`config.mk`:
```
export PLATFORM = sky130hd
export DESIGN_NAME = ps2_frame_receiver
export DESIGN_NICKNAME = d
export VERILOG_FILES = /design/src/rtl/ps2_frame_receiver.sv
export SDC_FILE = /design/constraint.sdc
export NUM_CORES = 1
export LEC_CHECK = 0
export CORE_ASPECT_RATIO = 2
export CORE_UTILIZATION = 54
export CTS_BUF_LIST = sky130_fd_sc_hd__clkbuf_8
export DETAILED_ROUTE_END_ITERATION = 16
export GPL_TIMING_DRIVEN = 0
export MAX_ROUTING_LAYER = met4
export PLACE_DENSITY = 0.77
export SLEW_MARGIN = 20
export SYNTH_ARGS = -nofsm -noshare
export SYNTH_HDL_FRONTEND = slang
export SYNTH_SLANG_ARGS = --single-unit
```
`constraint.sdc`:
```
create_clock -name Clock -period 1.9 [get_ports Clock]
set_input_delay 0.38 -clock Clock [delete_from_list [all_inputs] [get_ports Clock]]
set_output_delay 0.38 -clock Clock [all_outputs]
set_load 0.02 [all_outputs]
```
`src/rtl/ps2_frame_receiver.sv`:
```
// ps2_frame_receiver: host-side PS/2 device-to-host frame decoder.
// Filters the pin clock, deframes 11-bit frames, folds E0/F0 into flags.
module ps2_frame_receiver #(
  parameter int unsigned FILTER_LEN     = 8,
  parameter int unsigned TIMEOUT_CYCLES = 50000
) (
  input  logic       Clock,
  input  logic       Resetn,
  input  logic       ps2_clk,
  input  logic       ps2_dat,
  output logic [7:0] scan_code,
  output logic       scan_valid,
  output logic       is_break,
  output logic       is_extended,
  output logic       frame_error,
  output logic       busy
);

  localparam int FW = $clog2(FILTER_LEN + 1);
  localparam int TW = $clog2(TIMEOUT_CYCLES + 1);

  typedef enum logic [1:0] {
    IDLE,
    DATA,
    PARITY,
    STOP
  } state_t;

  state_t state;
  state_t state_n;

  logic          clk_s1;
  logic          clk_s2;
  logic          dat_s1;
  logic          dat_s2;

  logic          filt;
  logic [FW-1:0] fcnt;
  logic          differ;
  logic          flip;
  logic          fall;
  logic          dat;

  logic [TW-1:0] tcnt;
  logic          tmo;

  logic [7:0]    sr;
  logic [2:0]    bitcnt;
  logic          par;
  logic          ext;
  logic          brk;

  logic          stop_fall;
  logic          good;
  logic          is_e0;
  logic          is_f0;
  logic          emit;
  logic          err;
  logic          set_ext;
  logic          set_brk;

  always_ff @(posedge Clock) begin
    if (!Resetn) begin
      clk_s1 <= 1'b1;
      clk_s2 <= 1'b1;
      dat_s1 <= 1'b1;
      dat_s2 <= 1'b1;
    end else begin
      clk_s1 <= ps2_clk;
      clk_s2 <= clk_s1;
      dat_s1 <= ps2_dat;
      dat_s2 <= dat_s1;
    end
  end

  // flip marks the FILTER_LEN-th consecutive disagreeing cycle
  assign differ = (clk_s2 != filt);
  assign flip   = differ && (fcnt == FW'(FILTER_LEN - 1));
  assign fall   = flip && filt;
  assign dat    = dat_s2;

  always_ff @(posedge Clock) begin
    if (!Resetn) begin
      filt <= 1'b1;
      fcnt <= '0;
    end else if (!differ) begin
      fcnt <= '0;
    end else if (flip) begin
      filt <= clk_s2;
      fcnt <= '0;
    end else begin
      fcnt <= fcnt + FW'(1);
    end
  end

  // a coinciding fall takes priority over the timeout
  assign tmo = (state != IDLE) && !fall &&
               (tcnt == TW'(TIMEOUT_CYCLES - 1));

  always_ff @(posedge Clock) begin
    if (!Resetn) begin
      tcnt <= '0;
    end else if (state == IDLE || fall || tmo) begin
      tcnt <= '0;
    end else begin
      tcnt <= tcnt + TW'(1);
    end
  end

  always_ff @(posedge Clock) begin
    if (!Resetn) begin
      state <= IDLE;
    end else begin
      state <= state_n;
    end
  end

  always_comb begin
    state_n = state;
    case (state)
      IDLE: begin
        if (fall && !dat) begin
          state_n = DATA;
        end
      end
      DATA: begin
        if (fall && bitcnt == 3'd7) begin
          state_n = PARITY;
        end
      end
      PARITY: begin
        if (fall) begin
          state_n = STOP;
        end
      end
      STOP: begin
        if (fall) begin
          state_n = IDLE;
        end
      end
      default: state_n = IDLE;
    endcase
    if (tmo) begin
      state_n = IDLE;
    end
  end

  assign stop_fall = (state == STOP) && fall;
  assign good      = dat && (^{sr, par});
  assign is_e0     = (sr == 8'hE0);
  assign is_f0     = (sr == 8'hF0);

  always_comb begin
    emit    = 1'b0;
    err     = 1'b0;
    set_ext = 1'b0;
    set_brk = 1'b0;
    unique case (1'b1)
      tmo:                               err     = 1'b1;
      stop_fall && !good:                err     = 1'b1;
      stop_fall && good && is_e0:        set_ext = 1'b1;
      stop_fall && good && is_f0:        set_brk = 1'b1;
      stop_fall && good && !is_e0 && !is_f0:
                                         emit    = 1'b1;
      default: ;
    endcase
  end

  always_ff @(posedge Clock) begin
    if (!Resetn) begin
      sr          <= '0;
      bitcnt      <= '0;
      par         <= 1'b0;
      ext         <= 1'b0;
      brk         <= 1'b0;
      scan_code   <= '0;
      scan_valid  <= 1'b0;
      is_break    <= 1'b0;
      is_extended <= 1'b0;
      frame_error <= 1'b0;
    end else begin
      scan_valid  <= emit;
      frame_error <= err;
      if (state == IDLE && fall && !dat) begin
        sr     <= '0;
        bitcnt <= '0;
      end
      if (state == DATA && fall) begin
        sr     <= {dat, sr[7:1]};
        bitcnt <= bitcnt + 3'd1;
      end
      if (state == PARITY && fall) begin
        par <= dat;
      end
      if (tmo) begin
        sr     <= '0;
        bitcnt <= '0;
      end
      if (emit) begin
        scan_code   <= sr;
        is_extended <= ext;
        is_break    <= brk;
      end
      if (emit || err) begin
        ext <= 1'b0;
        brk <= 1'b0;
      end
      if (set_ext) begin
        ext <= 1'b1;
      end
      if (set_brk) begin
        brk <= 1'b1;
      end
    end
  end

  assign busy = (state != IDLE);

endmodule

```
# After elaboration in Yosys (flattened, before gate mapping)
# Index checks and enable logic that the tools add are counted.
# classes
add_sub_neg	3
n_eq_ne	13
n_mux	16
bitwise_logic	2
n_reduce_logical	38
# ops
operator	count
logical AND 1 bit	18
adder 16 x 1 -> 16 bit, second input constant	1
equality test 16 bit, second input constant	1
equality test 8 bit, second input constant	2
two-way mux 8 bit	2
XOR reduction 9 bit	1
two-way mux 2 bit	4
case mux 2 bit (4 select lines)	1
nonzero test 2 bit	4
two-way mux 1 bit	7
two-way mux 3 bit	2
!= test 2 bit, second input constant	3
OR reduction 2 bit	3
zero test 1 bit	5
adder 4 x 1 -> 4 bit, second input constant	1
equality test 2 bit, second input constant	2
equality test 4 x 3 -> 1 bit, second input constant	1
AND reduction 4 bit	1
adder 3 x 1 -> 3 bit, second input constant	1
equality test 3 bit, second input constant	1
logical OR 1 bit	3
OR reduction 3 bit	1
equality test 2 x 1 -> 1 bit, second input constant	1
zero test 2 bit	1
4 further kinds	5
# totals
regBits	53
out_inout_bits	13
elab_cells	90

# Depth between registers and ports, before layout
# logic_depth
depth_word	11
ltp_mapped	8
ltp_nobuf	7

# Worst setup path after synthesis
# No wires, ideal clock.
# synth_timing
kind	register -> register
start	register sr[4]
end	register is_break
t_arrival_ps	1760
required_time_ps	1828
slack_ps	68
stages_incl_launch_ff	7
path_buffers	1
path_cell_list	dfxtp_1 -> xor2_1 -> xnor3_1 -> mux2_4 -> nor3_4 -> buf_6 -> mux2i_1
# synth_via
elab_chain_len	6
elab_cells_between_ends	10
# synth_lines
element	line_no	rtl
start: declaration	47	logic [7:0] sr;
start signal: assignment	189	sr <= {dat, sr[7:1]};
XOR reduction 9 bit	149	assign good = dat && (^{sr, par});
logical AND 1 bit	149	
logical AND 1 bit (2 in a row)	163	stop_fall && good && !is_e0 && !is_f0:
logical AND 1 bit (*)	163	
two-way mux 1 bit (*)	158	unique case (1'b1)
end signal: assignment	202	is_break <= brk;
end: declaration	13	output logic is_break,
# Every way passes the cells marked *; elsewhere a longest branch is shown, timed or not.
# A chain may end at the register's enable or synchronous reset.

# Final worst setup path
# layout_timing
start	register sr[5]
end	register scan_code[4]
# layout_via
elab_chain_len	6
elab_cells_between_ends	10
# layout_lines
element	line_no	rtl
XOR reduction 9 bit	149	
logical AND 1 bit	149	
logical AND 1 bit (2 in a row)	163	
logical AND 1 bit (*)	163	
two-way mux 1 bit (*)	158	
end signal: assignment	200	scan_code <= sr;
end: declaration	11	output logic [7:0] scan_code,
# Marks and branches as above.

==> reports/qor.txt <==
number of remaining DRC errors: 0
DR WL/cell: 13.5 µm
Worst-path clk slew: 0.09 ns
fin. max-slew vios: 0
Root Buffer: clkbuf_8
worst slew pin tran: 0.709 ns
routed wire length: 4.39 mm
worst flop-to-flop path endpoint: scan_code[4]$_SDFFE_PN0P_
io pins: 17
final worst-path cycle share: 101%
CTS tree: built
reg-to-reg slack, setup: -0.02 ns
total negative slack: -0.115 ns
post-route ant nets: 0
Synth Cell Area: 2280 µm²
hold crit path type: flop to flop
clock buffer depth: 2
Pint: 1590 µW
Setup Skew: 0.00611 ns
CP Cell Sequence: xnor2_2, xnor3_2, mux2_4, nor3_4, buf_4, mux2i_1
worst vdd ir: 0.793 mV
CP Depth: 6
All-Layer GR Usage: 21.8%
number of core rows: 33
input/output buffers: 16
Reg2Reg Depth: 6
worst setup margin: -0.0239 ns
launching point of the worst reg2reg path: sr[5]$_SDFFE_PP0P_
Compound-Gate Fraction of Synth Area: 7.36%
critical path's top delay family: XOR/XNOR gates
Hold Fails Final Rpt: 0
critical path endpoint category: flop
1st-iter DRT viols: 24
failing checks: negative setup slack
Filler cells: 330
post-synthesis simple-gate area fraction: 21.9%
TritonCTS Sinks: 53
Yosys reg bits: 53
syn nets: 257
vias in the first global route: 1655
number of max-cap violations: 0
post-synthesis mux area share: 5.93%
CP startpoint: sr[5]$_SDFFE_PP0P_
switching pwr: 442 µW
post-synthesis xor/xnor area fraction: 9.67%
Max Fclk: 0.520 GHz
nets@finish: 285
Post-Place Setup Slack: -0.256 ns
GR Overflow Total: 0
GP Congestion: 0.829
DP Wirelength: 3.13 mm
adder-cell share of the synthesized area: 4.94%
Comb power frac: 6.2%
CP Capture Point: scan_code[4]$_SDFFE_PN0P_
Clock power frac: 38.2%
DRT Pass-1 Iters: 4
Arrival @ worst endpoint: 2.17 ns
RSZ-0062 raised after global routing: yes
Netlist cell types: 34
effective utilization at floorplan: 55.7%
Crit-path slowest cell: xnor3_2
Setup CP Type: flop to flop
first-pass GRT wire length: 6.80 mm
Area Growth Syn to Fin: 18.8%
outcome: finished, violations left
number of vias per cell: 5.26
die height: 93.9 µm
layout cells sized above 1: 12.1%
largest net degree at the start of global routing: 16
Seq/Total Area, Yosys: 46.6%
switching share of power: 21.7%
largest family of logic cells by synthesized area: simple AND/OR/NAND/NOR gates
critical path buffer and inverter count: 1
n_diodes: 0
CTS buffer count: 5
sequential share of power: 55.6%
initial antenna violation count: 0
Synth Instances: 244
area of the multi-input gates: 1170 µm²
vias: 1709
CP max stage delay: 0.47 ns
Synth Warn #: 0
Skew-Pair Late Insertion Delay: 0.31 ns
Final setup viols: 7
crit start category: flop
pwr/cell area: 751 nW/µm²
P_leak: 0.000987 µW
total area of sequential cells: 1070 µm²
utilization after layout: 66.2%
die footprint: 4500 µm²
number of H-tree levels: 2
Die X: 47.9 µm
final critical-path required period: 1.92 ns
Crit path required time: 2.15 ns
normalized max-slew margin: 52.3%
CORE AREA: 4090 µm²
Avg Inst Size Synth: 9.34 µm²
Crit Path Max Fanout: 5
CTS Hold Bufs: 0
-- per-stage QoR --
step                cells  hold WS, ns  instance area (µm²)  power (µW)
floorplan             244        0.386                 2280        1240
global placement      312        0.389                 2500        1280
detailed placement    312        0.395                 2500        1290
CTS                   324        0.417                 2680        2050
global route          325        0.443                 2710        2100
finish                325        0.414                 2710        2030
-- flip-flops by register name, summed over array words and instances (netlist names) --
name	count
ext	1
frame_error	1
sr	8
tcnt	16
dat	1
brk	1
par	1
scan_valid	1
fcnt	4
dat_s1	1
is_extended	1
scan_code	8
bitcnt	3
filt	1
is_break	1
clk_s2	1
state	2
clk_s1	1
-- worst min-delay path by stage --
stage,endpoint,cells past startpoint,from,slack [ns]
final,clk_s2$_SDFF_PN1_,1,clk_s1$_SDFF_PN1_,0.41
after CTS,clk_s2$_SDFF_PN1_,1,clk_s1$_SDFF_PN1_,0.42
after global routing,clk_s2$_SDFF_PN1_,1,clk_s1$_SDFF_PN1_,0.44
after global placement,dat$_SDFF_PN1_,1,dat_s1$_SDFF_PN1_,0.39
after detailed placement,clk_s2$_SDFF_PN1_,1,clk_s1$_SDFF_PN1_,0.40
after floorplan,clk_s2$_SDFF_PN1_,1,clk_s1$_SDFF_PN1_,0.39
-- placed cells by master, fill, tap and decap left out, drive strengths merged, types with 2 or more instances in the layout --
master	count
nor2b	2
buf	7
o32ai	2
nand2b	6
clkdlybuf4s50	15
nand3b	2
nor4	3
nand3	6
dfxtp	53
o221a	2
a22oi	11
inv	13
xor2	13
o21ai	3
nor3	4
and2	4
xnor3	2
xnor2	7
mux2i	12
nor2	41
nand4	7
clkbuf	13
ha	9
nand2	26
-- Yosys cell counts --
master	n	share of area [%]
xnor3_1	2	2.0
mux2_4	1	0.66
nand3_1	6	1.3
nand4_1	7	1.9
o32ai_1	2	0.77
nor2b_1	2	0.55
nand4b_1	1	0.38
o221a_2	2	0.99
nand2b_1	6	1.6
nor3_1	3	0.66
and4b_1	1	0.44
nand3b_1	2	0.66
xnor2_1	7	2.7
and4_1	1	0.38
dfxtp_1	53	47
o21ai_0	2	0.44
and3_1	1	0.27
a21bo_2	1	0.44
buf_6	1	0.49
inv_1	12	2.0
o31ai_1	1	0.33
and2_1	4	1.1
nor3_4	1	0.71
mux2i_1	12	5.3
clkbuf_1	7	1.2
nor4_1	3	0.82
a211oi_1	1	0.33
a22oi_1	11	3.6
nand2_1	26	4.3
xor2_1	13	5.0
a21oi_1	1	0.22
nor2_1	41	6.8
ha_1	9	4.9
o21ai_1	1	0.22
-- metal layers --
metal | vias up | track usage [%] | wire [µm]
met3 | 8 | 5.38 | 83
li1 | 878 | - | -
met5 | - | - | 0
met4 | 0 | 8.80 | 76
met2 | 17 | 40.4 | 2580
met1 | 806 | 18.9 | 1650
-- what timing repair did --
action,in CTS,in global routing
pin swaps,1,2
resized for setup,14,12
setup buffers,3,1
gates cloned,1,0
endpoints found under the setup margin,35,26
-- final cells by class --
type | instances | share of cell area, %
Buffer | 8 | 1.66
Clock buffer | 6 | 3.05
Inverter | 12 | 1.66
Clock inverter | 2 | 1.25
Tap cell | 52 | 2.40
Sequential cell | 53 | 39.6
Multi-Input combinational cell | 171 | 43.3
Timing Repair Buffer | 21 | 7.12
-- cell families after synthesis --
family          Yosys count
flops                    53
fa+ha+maj                 9
compound gates           22
mux                      13
xor+xnor                 22
simple gates            105
buf+inv                  20
-- power groups by stage --
stage	clock network, µW	registers (µW)	logic, µW
6_report	777	1130	127
5_1_grt	828	1130	141
4_1_cts	790	1130	130
3_5_place_dp	0	1160	127
3_3_place_gp	0	1160	125
2_1_floorplan	0	1160	85.1
Power figures use the tool's default switching activity.
